===== config.mk =====
export PLATFORM = sky130hd
export DESIGN_NAME = siso_shift_ctrl
export DESIGN_NICKNAME = d
export VERILOG_FILES = /design/src/rtl/siso_pkg.sv /design/src/rtl/siso_track_pipe.sv /design/src/rtl/siso_shift_ctrl.sv
export SDC_FILE = /design/constraint.sdc
export NUM_CORES = 1
export LEC_CHECK = 0
export ABC_AREA = 0
export CORE_AREA = 2 2 51 53
export CTS_BUF_LIST = sky130_fd_sc_hd__clkbuf_8
export DETAILED_ROUTE_END_ITERATION = 10
export DIE_AREA = 0 0 53 55
export GPL_ROUTABILITY_DRIVEN = 0
export PLACE_DENSITY = 0.81
export SYNTH_ARGS = -nofsm -noshare
export SYNTH_HDL_FRONTEND = slang
export SYNTH_HIERARCHICAL = 1
export SYNTH_SLANG_ARGS = --single-unit

===== constraint.sdc =====
create_clock -name clk -period 3.5 [get_ports clk]
set_input_delay 0.525 -clock clk [delete_from_list [all_inputs] [get_ports clk]]
set_output_delay 0.525 -clock clk [all_outputs]
set_load 0.01 [all_outputs]

===== src/rtl/siso_pkg.sv =====
// Shared types and default sizing for the serial-in/serial-out shift controller.
package siso_pkg;

    typedef enum logic [1:0] {
        IDLE  = 2'd0,
        SHIFT = 2'd1,
        FLUSH = 2'd2
    } state_t;

    localparam int DEF_WIDTH = 8;
    localparam int DEF_DEPTH = 4;

endpackage


===== src/rtl/siso_track_pipe.sv =====
// Valid and last-bit shadow pipelines that follow serial bits through the
// downstream DEPTH-stage shift register.
module siso_track_pipe
    import siso_pkg::*;
#(
    parameter int DEPTH = DEF_DEPTH
) (
    input  logic clk,
    input  logic rst,
    input  logic valid_in,
    input  logic last_in,
    output logic q_valid,
    output logic q_last,
    output logic empty_next
);

    logic [DEPTH-1:0] v_q, v_d;
    logic [DEPTH-1:0] l_q, l_d;

    always_comb begin
        v_d    = '0;
        l_d    = '0;
        v_d[0] = valid_in;
        l_d[0] = last_in;
        for (int i = 1; i < DEPTH; i++) begin
            v_d[i] = v_q[i-1];
            l_d[i] = l_q[i-1];
        end
    end

    always_ff @(posedge clk) begin
        if (rst) begin
            v_q <= '0;
            l_q <= '0;
        end else begin
            v_q <= v_d;
            l_q <= l_d;
        end
    end

    assign q_valid    = v_q[DEPTH-1];
    assign q_last     = l_q[DEPTH-1];
    // Lets FLUSH leave on the same edge that shifts the final valid bit out.
    assign empty_next = ~|v_d;

endmodule


===== src/rtl/siso_shift_ctrl.sv =====
// Serializes parallel words into a downstream SISO register and tracks which
// bits on its Q output are valid and which one ends a word.
module siso_shift_ctrl
    import siso_pkg::*;
#(
    parameter int WIDTH = DEF_WIDTH,
    parameter int DEPTH = DEF_DEPTH
) (
    input  logic             clk,
    input  logic             rst,
    input  logic [WIDTH-1:0] in_data,
    input  logic             in_valid,
    output logic             in_ready,
    input  logic             msb_first,
    output logic             ser_in,
    output logic             q_valid,
    output logic             word_done,
    output logic             busy,
    output state_t           state_dbg
);

    localparam int CW = $clog2(WIDTH);

    // Handshake: a word transfers on the rising edge where in_valid && in_ready;
    // in_valid without in_ready does nothing and in_data may change freely.

    state_t           state_q, state_d;
    logic [CW-1:0]    cnt_q, cnt_d;
    logic [WIDTH-1:0] data_q, data_d, data_sh;
    logic             msb_q, msb_d;
    logic             ser_q, ser_d;
    logic             accept, shifting, last_bit;
    logic             pipe_last, pipe_empty_next;

    assign shifting = (state_q == SHIFT);
    assign last_bit = shifting && (cnt_q == '0);
    assign in_ready = !shifting || last_bit;
    assign accept   = in_valid && in_ready;

    always_comb begin
        state_d = state_q;
        cnt_d   = cnt_q;
        data_d  = data_q;
        msb_d   = msb_q;
        ser_d   = 1'b0;
        data_sh = msb_q ? (data_q << 1) : (data_q >> 1);
        if (accept) begin
            state_d = SHIFT;
            cnt_d   = CW'(WIDTH - 1);
            data_d  = in_data;
            msb_d   = msb_first;
            ser_d   = msb_first ? in_data[WIDTH-1] : in_data[0];
        end else begin
            case (state_q)
                SHIFT: begin
                    if (last_bit) begin
                        state_d = FLUSH;
                    end else begin
                        cnt_d  = cnt_q - CW'(1);
                        data_d = data_sh;
                        ser_d  = msb_q ? data_sh[WIDTH-1] : data_sh[0];
                    end
                end
                FLUSH: begin
                    if (pipe_empty_next) state_d = IDLE;
                end
                default: ;
            endcase
        end
    end

    always_ff @(posedge clk) begin
        if (rst) begin
            state_q <= IDLE;
            cnt_q   <= '0;
            data_q  <= '0;
            msb_q   <= 1'b0;
            ser_q   <= 1'b0;
        end else begin
            state_q <= state_d;
            cnt_q   <= cnt_d;
            data_q  <= data_d;
            msb_q   <= msb_d;
            ser_q   <= ser_d;
        end
    end

    // The pipe input is the registered ser_in's validity, so it lines up with ser_in.
    siso_track_pipe #(.DEPTH(DEPTH)) u_track (
        .clk        (clk),
        .rst        (rst),
        .valid_in   (shifting),
        .last_in    (last_bit),
        .q_valid    (q_valid),
        .q_last     (pipe_last),
        .empty_next (pipe_empty_next)
    );

    assign ser_in    = ser_q;
    assign word_done = q_valid && pipe_last;
    assign busy      = (state_q != IDLE);
    assign state_dbg = state_q;

endmodule


==> flow_summary.yaml, run 1 <==
status:
  status: "completed"
global_route:
  grt_pass1_wl_mm: 3.512
  grt_pass1_vias: 815
  overflow: 0
  grt_max_degree: 22
  grt_usage_pct: 16.60
  antenna_found_initial: 0
clock_network:
  post_cts_buffers: 0
  cts_made_buffers: 3
  clkTransAtPathRegs_ns: 0.08
  cts_root_buffer: "clkbuf_8"
  clk_latency_ns: 0.26
  cts_hold_buf: 0
  clockBufferDepth: 2
  cts_tree: "yes"
  cts_resized: 0
  h-tree-depth: 1
  clock-sinks: 23
setup_path:
  cp.depth: 8
  cp_top_family: "buffers and inverters"
  crit_end: "in_ready"
  cp_slowest_cell: "clkdlybuf4s50_1"
  arrival_ns: 2.04
  path_cells: "inv_1 -> ha_1 -> buf_4 -> inv_1 -> a21oi_1 -> buf_4 -> inv_1 -> clkdlybuf4s50_1"
  path_max_fanout: 21
  cp-end-kind: "output port"
  r2r_start: "state_dbg[1]"
  crit_required_ns: 2.97
  startpoint: "state_dbg[1]"
  startpoint_type: "flip-flop"
  reg2reg_to: "state_dbg[1]"
  r2r_cells: 7
  rrSetupSlack_ns: 1.78
  timing.critical_path.mode_cell: "inv_1"
  path_buf_inv: 6
  path_class: "reg2out"
  slowest_delay_ns: 0.53
sta:
  setup_violations: 0
  hold_slack_ns: 0.4407
  clock_skew_ns: 0.001544
  slew_headroom_pct: 50.04
  hold_viol: 0
  final.setup.tns_ns: 0
  rsz0062_at_grt: "no"
  worst_slew_pin_slew_ns: 0.7471
  fmax_mhz: 390.2
  period_share_pct: 73.23
  maxSlewViolCount: 0
  min_period_ns: 2.563
synthesis:
  netlist_area_sq_um: 1135
  synthesis.nets: 133
  synth_edf_count: 0
  ys.flop_type: "dfxtp_1"
  ys_seq_elements: 23
  synth.avg_cell_area_sq_um: 9.783
  synthArstFlopShare_pct: 0
  synth_cells: 116
  yosysWarnings: 6
  yosysUniqueCellTypes: 31
  ys_seq_area_share_pct: 40.57
die:
  die-area_sq_um: 2915
  die_h_um: 55
  start_util_pct: 47.99
  rows: 18
  die_w_um: 53
  core_area_sq_um: 2365
  io_pins: 19
route:
  drt_pass1_iterations: 4
  first_iter_violations: 20
  drt-total-wl_mm: 2.093
  antenna_left: 0
  met2_length_mm: 1.007
  via_per_inst: 5.317
  via_count: 856
  drc: 0
  wl_per_cell_um: 13.00
  wl_met1_um: 969
  wl_met3_um: 108
  top_layer: "met4"
flow_run:
  maxCapViolCount: 0
final_layout:
  seq_area_sq_um: 460.4
  drive_above_1_share_pct: 8.397
  fillers: 214
  synthToLayoutAreaGrowth_pct: 19.51
  final_area_sq_um: 1356
  diodes: 0
  multi_input_area_sq_um: 579.3
  final_nets: 149
pwr:
  peakVddDrop_mv: 0.3879
  powerDensity_nw_per_um2: 510.1
  p_leak_nw: 0.4999
placement:
  port_buffers: 18
  dp_hpwl_mm: 1.499
  placedInstanceArea_sq_um: 1310
min_path:
  hold_path_class: "reg2reg"
==> cell usage after synthesis (2+ instances only) <==
library cell | count | area share (%)
dfxtp_1 | 23 | 41
nor2b_1 | 16 | 8.8
a211oi_1 | 10 | 6.6
inv_1 | 10 | 3.3
a221oi_1 | 8 | 6.2
mux2i_1 | 8 | 7.1
ha_1 | 5 | 5.5
nand2_1 | 5 | 1.7
buf_2 | 3 | 1.3
buf_4 | 3 | 2.0
a21oi_1 | 2 | 0.88
a31oi_1 | 2 | 1.1
nand2b_1 | 2 | 1.1
nand3_1 | 2 | 0.88
==> worst min path at each step <==
stage                    from             end  slack, ns  depth (start not counted)
2_1_floorplan  u_track/l_q[0]  u_track/l_q[1]       0.41                          1
3_3_place_gp   u_track/l_q[0]  u_track/l_q[1]       0.42                          1
3_5_place_dp   u_track/l_q[0]  u_track/l_q[1]       0.43                          1
4_1_cts        u_track/l_q[0]  u_track/l_q[1]       0.45                          1
5_1_grt        u_track/l_q[1]  u_track/l_q[2]       0.46                          1
6_report       u_track/l_q[0]  u_track/l_q[1]       0.44                          1
==> per-layer routing <==
| metal | up-vias | GRT usage [%] |
|---|---|---|
| met5 | - | 0 |
| met4 | 0 | 4.701 |
| met3 | 2 | 5.108 |
| met2 | 20 | 28.96 |
| met1 | 387 | 19.77 |
| li1 | 447 | - |
==> metrics by stage <==
step	util, %	setup slack (ns)	total power (W)	instances
3_5_place_dp	55.40	1.247	0.0005360	157
6_report	57.35	0.9371	0.0006919	161
2_1_floorplan	-	1.677	0.0004779	116
4_1_cts	57.35	0.9411	0.0007003	161
5_1_grt	57.35	0.7660	0.0007429	161
3_3_place_gp	55.40	1.279	0.0005290	157
==> cells by family (layout without fill, tap and decap cells) <==
group                    count (synthesis)  in the layout  share of synthesized area [%]
AO/OA/AOI/OAI                           31             31                          22.38
multiplexers                             9              9                          8.049
AND/OR/NAND/NOR                         29             29                          15.11
flip-flops                              23             23                          40.57
adder cells (fa/ha/maj)                  5              5                          5.513
buffers and inverters                   19             34                          8.378
==> cells in the final DEF (no fill, tap or decap), drive strengths merged, types with 2 or more instances in the layout <==
master	count
nand3	2
a21boi	2
mux2i	8
a211oi	11
clkbuf	3
a31oi	2
nor2b	16
clkdlybuf4s50	18
nand2b	2
buf	2
a21oi	2
ha	5
dfxtp	23
a221oi	8
inv	10
nand2	5
==> area by class of cell <==
| cell class | count | share of cell area, % |
|---|---|---|
| Multi-Input combinational cell | 74 | 42.71 |
| Sequential cell | 23 | 33.95 |
| Timing Repair Buffer | 20 | 14.39 |
| Clock buffer | 3 | 3.044 |
| Inverter | 10 | 2.768 |
| Tap cell | 30 | 2.768 |
| Clock inverter | 1 | 0.3690 |
==> flip-flops by register name, indices dropped and copies added, names as in the netlist <==
register and count:
msb_q 1, u_track/l_q 4, state_dbg 2, data_q 8
ser_in 1, u_track/v_q 4, cnt_q 3
==> power by group <==
part	internal, W	switching (W)	total [W]	leakage (nW)
clock network	0.0000794	0.0000842	0.000164	0.0255
registers	0.000294	0.0000242	0.000319	0.189
logic	0.000106	0.000104	0.000210	0.285
==> worst register-to-register path: stages (launching register included) <==
cell,delay [ns]
dfxtp_1,0.39
inv_1,0.08
ha_1,0.17
buf_4,0.20
nor4_2,0.31
a21boi_0,0.13
a31oi_1,0.20
a211oi_2,0.09
Power figures use the tool's default switching activity.
==> run 2, diff against run 1 <==
Settings changed: CORE_AREA 2 2 51 53 to 2 2 52 54, DIE_AREA 0 0 53 55 to 0 0 54 56, PLACE_DENSITY 0.81 to 0.82.
Clock period 3.5 ns to 2.2 ns, I/O delays scaled along.
==> run 2 against run 1 <==
Effect of this change:
- count of clock-buffer cells in the layout stayed put
- clock power increased by 57%
- first-iteration DRC count decreased by 40%
- register-to-register slack worse by 1.3 ns
- hold slack worse by 0.0034 ns
- clock skew barely moved
- sequential share of layout area fell by 0.40 points
- cell count grew 1.2%
- worst setup slack lost 0.72 ns
- sequential cell count unchanged
- routed wire length up 7.9%
- critical path depth shrank 2
- largest cell class unchanged
==> flow_summary.yaml, run 2 (synthesized netlist as in run 1, its figures left out) <==
placement:
  dp_cells: 159
  dp_hpwl_mm: 1.570
  port_buffers: 18
  placedInstanceArea_sq_um: 1325
global_route:
  grt_pass1_vias: 837
  grt_pass1_wl_mm: 3.788
  grt_max_degree: 22
  antenna_found_initial: 0
  grt_usage_pct: 16.57
  overflow: 0
pwr:
  p_sw_share_pct: 30.97
  p_seq_share_pct: 45.6
  combPwrFrac_pct: 31.4
  powerDensity_nw_per_um2: 811.8
  p_leak_nw: 0.5096
  power_frac_clock_pct: 23.0
  power.internal_w: 0.0007712
  peakVddDrop_mv: 0.5609
  switchingPower_w: 0.0003460
route:
  drc: 0
  drt_pass1_iterations: 4
  antenna_left: 0
  via_count: 889
  first_iter_violations: 12
  drt-total-wl_mm: 2.259
  wl_per_cell_um: 13.86
  via_per_inst: 5.454
final_layout:
  diodes: 0
  regMostFlops: "data_q"
  final_nets: 151
  synthToLayoutAreaGrowth_pct: 21.28
  final_area_sq_um: 1376
  final_util_pct: 56.58
  fillers: 216
  layout_commonest_cell: "dfxtp_1"
  drive_above_1_share_pct: 11.28
  largest_reg_flops: 8
  fin_cells: 163
  final_cell_mix: "dfxtp_1, clkdlybuf4s50_1, nor2b_1"
  reg_top3: "data_q (8), u_track/l_q (4), u_track/v_q (4)"
setup_path:
  crit_required_ns: 1.87
  path_class: "reg2out"
  startpoint_type: "flip-flop"
  arrival_ns: 1.66
  path_max_fanout: 5
  cp-end-kind: "output port"
clock_network:
  clkTransAtPathRegs_ns: 0.08
  cts_made_buffers: 3
  h-tree-depth: 1
  clock-sinks: 23
  clk_latency_ns: 0.26
  cts_tree: "yes"
  post_cts_buffers: 0
  clockBufferDepth: 2
  cts_root_buffer: "clkbuf_8"
flow_run:
  maxCapViolCount: 0
die:
  die_w_um: 54
  rows: 18
  die_h_um: 56
  core_area_sq_um: 2432
  die-area_sq_um: 3024
  start_util_pct: 46.66
  io_pins: 19
sta:
  period_share_pct: 90.29
  hold_slack_ns: 0.4373
  setup_violations: 0
  hold_viol: 0
  maxSlewViolCount: 0
  worst_slew_pin_slew_ns: 0.6801
  slew_headroom_pct: 54.52
  fmax_mhz: 503.4
  min_period_ns: 1.986
  final.setup.tns_ns: 0
  clock_skew_ns: 0.001324
  rsz0062_at_grt: "no"
status:
  status: "completed"
min_path:
  hold_path_class: "reg2reg"
==> run 2: cell types whose count changed in the layout (fill, tap and decap cells not counted), sizes merged <==
| cell | change |
|---|---|
| buf | +2 |
==> run 2: final cells by class <==
type / instances / area, sq um / share of cell area (%)
flip-flops and latches: 23 / 461.7 / 33.55
clock buffers: 3 / 41.29 / 3.000
inverters: 10 / 37.54 / 2.727
clock inverters: 1 / 5.005 / 0.3636
well taps: 30 / 37.54 / 2.727
multi-input cells: 74 / 583.1 / 42.36
repair buffers: 22 / 210.2 / 15.27
==> run 2: final timing paths <==
| path | depth (start not counted) | end | slack (ns) | startpoint |
|---|---|---|---|---|
| min | 1 | u_track/l_q[3] | 0.44 | u_track/l_q[2] |
| min reg2reg | 1 | u_track/l_q[3] | 0.44 | u_track/l_q[2] |
| max reg2reg | 7 | state_dbg[1] | 0.47 | state_dbg[1] |
| max | 6 | in_ready | 0.21 | state_dbg[1] |
==> run 2: per-layer routing <==
layer	GRT usage (%)	share of wire (%)	wire, um
met2	26.13	49	1107
met3	5.108	4.6	105
met5	0	0	0
met1	21.72	45	1023
met4	3.929	1.0	23
==> run 2: repair_timing <==
action / CTS / global route
hold endpoints to repair: 0 / 0
setup endpoints to repair: 0 / 1
hold buffers: 0 / 0
gates resized for setup: 0 / 2
==> run 2: power by group through the flow <==
stage	clock network, W	registers, W	logic [W]
after floorplan	0	0.000507	0.000253
after global placement	0	0.000515	0.000334
after detailed placement	0	0.000517	0.000349
after CTS	0.000266	0.000509	0.000352
after global routing	0.000288	0.000518	0.000391
final	0.000257	0.000509	0.000351
==> run 2: per-stage QoR <==
| stage | power (W) | setup WS, ns |
|---|---|---|
| 4_1_cts | 0.001127 | 0.1300 |
| 2_1_floorplan | 0.0007603 | 0.5720 |
| 5_1_grt | 0.001197 | 0.06004 |
| 3_3_place_gp | 0.0008490 | 0.4220 |
| 6_report | 0.001117 | 0.2135 |
| 3_5_place_dp | 0.0008658 | 0.3152 |
==> run 2: critical path, stage by stage (launching register included) <==
cell and delay [ns]:
dfxtp_2 0.36, inv_1 0.07, ha_1 0.21, inv_1 0.11, a21oi_2 0.05, inv_1 0.06, clkdlybuf4s50_1 0.53
==> run 3, diff against run 2 <==
Settings changed: GPL_TIMING_DRIVEN set to 0.
==> run 3 against run 2 <==
Effect of this change:
- non-clock buffer count grew 7
- largest power group unchanged
- die area is the same
- critical endpoint unchanged
- core utilization grew 2.6 points
==> flow_summary.yaml, run 3 (synthesized netlist as in run 1, its figures left out) <==
status:
  status: "completed"
setup_path:
  arrival_ns: 1.68
  rrSetupSlack_ns: 0.67
  startpoint_type: "flip-flop"
  path_class: "reg2out"
  path_max_fanout: 10
  crit_required_ns: 1.87
  cp-end-kind: "output port"
global_route:
  grt_pass1_vias: 941
  grt_usage_pct: 17.87
  grt_max_degree: 14
  grt_pass1_wl_mm: 4.119
  overflow: 0
  antenna_found_initial: 0
final_layout:
  largest_reg_flops: 8
  final_nets: 158
  synthToLayoutAreaGrowth_pct: 26.90
  drive_above_1_share_pct: 15.71
  fillers: 224
  final_area_sq_um: 1440
  diodes: 0
  final_cell_mix: "dfxtp_1, clkdlybuf4s50_1, nor2b_1"
  seq_area_sq_um: 461.7
  multi_input_area_sq_um: 595.6
  regMostFlops: "data_q"
  layout_commonest_cell: "dfxtp_1"
  reg_top3: "data_q (8), u_track/l_q (4), u_track/v_q (4)"
sta:
  setup_violations: 0
  final.setup.worst_slack_ns: 0.1850
  maxSlewViolCount: 0
  hold_slack_ns: 0.4471
  clock_skew_ns: 0.001793
  fmax_mhz: 496.3
  period_share_pct: 91.59
  rsz0062_at_grt: "no"
  hold_viol: 0
  worst_slew_pin_slew_ns: 0.4925
  final.setup.tns_ns: 0
  slew_headroom_pct: 67.17
  min_period_ns: 2.015
route:
  first_iter_violations: 14
  via_count: 949
  wl_per_cell_um: 14.35
  met2_length_mm: 1.187
  drt-total-wl_mm: 2.439
  antenna_left: 0
  via_per_inst: 5.582
  drt_pass1_iterations: 4
  top_layer: "met4"
  wl_met1_mm: 1.118
  drc: 0
  wl_met3_um: 120
die:
  rows: 18
  die_w_um: 54
  die_h_um: 56
  io_pins: 19
  start_util_pct: 46.66
  core_area_sq_um: 2432
  die-area_sq_um: 3024
min_path:
  hold_path_class: "reg2reg"
clock_network:
  clock-sinks: 23
  clk_latency_ns: 0.26
  cts_root_buffer: "clkbuf_8"
  clkTransAtPathRegs_ns: 0.08
  clockBufferDepth: 2
  cts_tree: "yes"
  cts_made_buffers: 3
  h-tree-depth: 1
pwr:
  peakVddDrop_mv: 0.4110
  p_leak_nw: 0.5421
  powerDensity_nw_per_um2: 807.5
placement:
  placedInstanceArea_sq_um: 1353
  post-place-ws_ns: -0.04816
  dp_hpwl_mm: 1.696
  port_buffers: 18
flow_run:
  maxCapViolCount: 0
run 3: cell type report:
class	instances	area share [%]
Buffer	9	4.692
Clock buffer	3	2.867
Clock inverter	1	0.3475
Inverter	10	2.606
Multi-Input combinational cell	74	41.36
Sequential cell	23	32.06
Tap cell	30	2.606
Timing Repair Buffer	20	13.47
run 3: worst paths after layout:
kind                                     start             end  cells past startpoint
worst max-delay path              state_dbg[0]        in_ready                      7
worst min-delay path            u_track/l_q[0]  u_track/l_q[1]                      1
worst min register to register  u_track/l_q[0]  u_track/l_q[1]                      1
worst max register to register    state_dbg[1]       data_q[1]                      8
run 3: stage by stage:
step | util (%) | power, W | instances
CTS | 59.21 | 0.001172 | 170
detailed placement | 55.61 | 0.0008793 | 164
floorplan | - | 0.0007603 | 116
finish | 59.21 | 0.001163 | 170
global route | 59.21 | 0.001240 | 170
global placement | 55.61 | 0.0008642 | 164
run 3: worst max-delay path, stage by stage, from the launching register on:
cell and delay [ns]:
dfxtp_1 0.43, ha_4 0.19, buf_6 0.14, inv_1 0.08, a21oi_2 0.15, buf_6 0.13
inv_1 0.03, dlygate4sd2_1 0.27
run 3: report_power, final:
part / internal [W] / switching [W] / leakage (nW)
sequential: 0.000469 / 0.0000364 / 0.190
clock: 0.000126 / 0.000134 / 0.0255
combinational: 0.000204 / 0.000193 / 0.327
total: 0.000799 / 0.000363 / 0.542
run 3: what timing repair did:
action,4_1_cts,5_1_grt
hold buffers,0,0
setup buffers,2,0
gates resized for setup,8,0
hold endpoints to repair,0,0
setup endpoints to repair,1,0
run 3: per-layer routing:
metal / GRT usage, % / vias up
met2: 32.23 / 26
met1: 21.30 / 459
li1: - / 462
met3: 3.495 / 2
met4: 3.214 / 0
met5: 0 / -
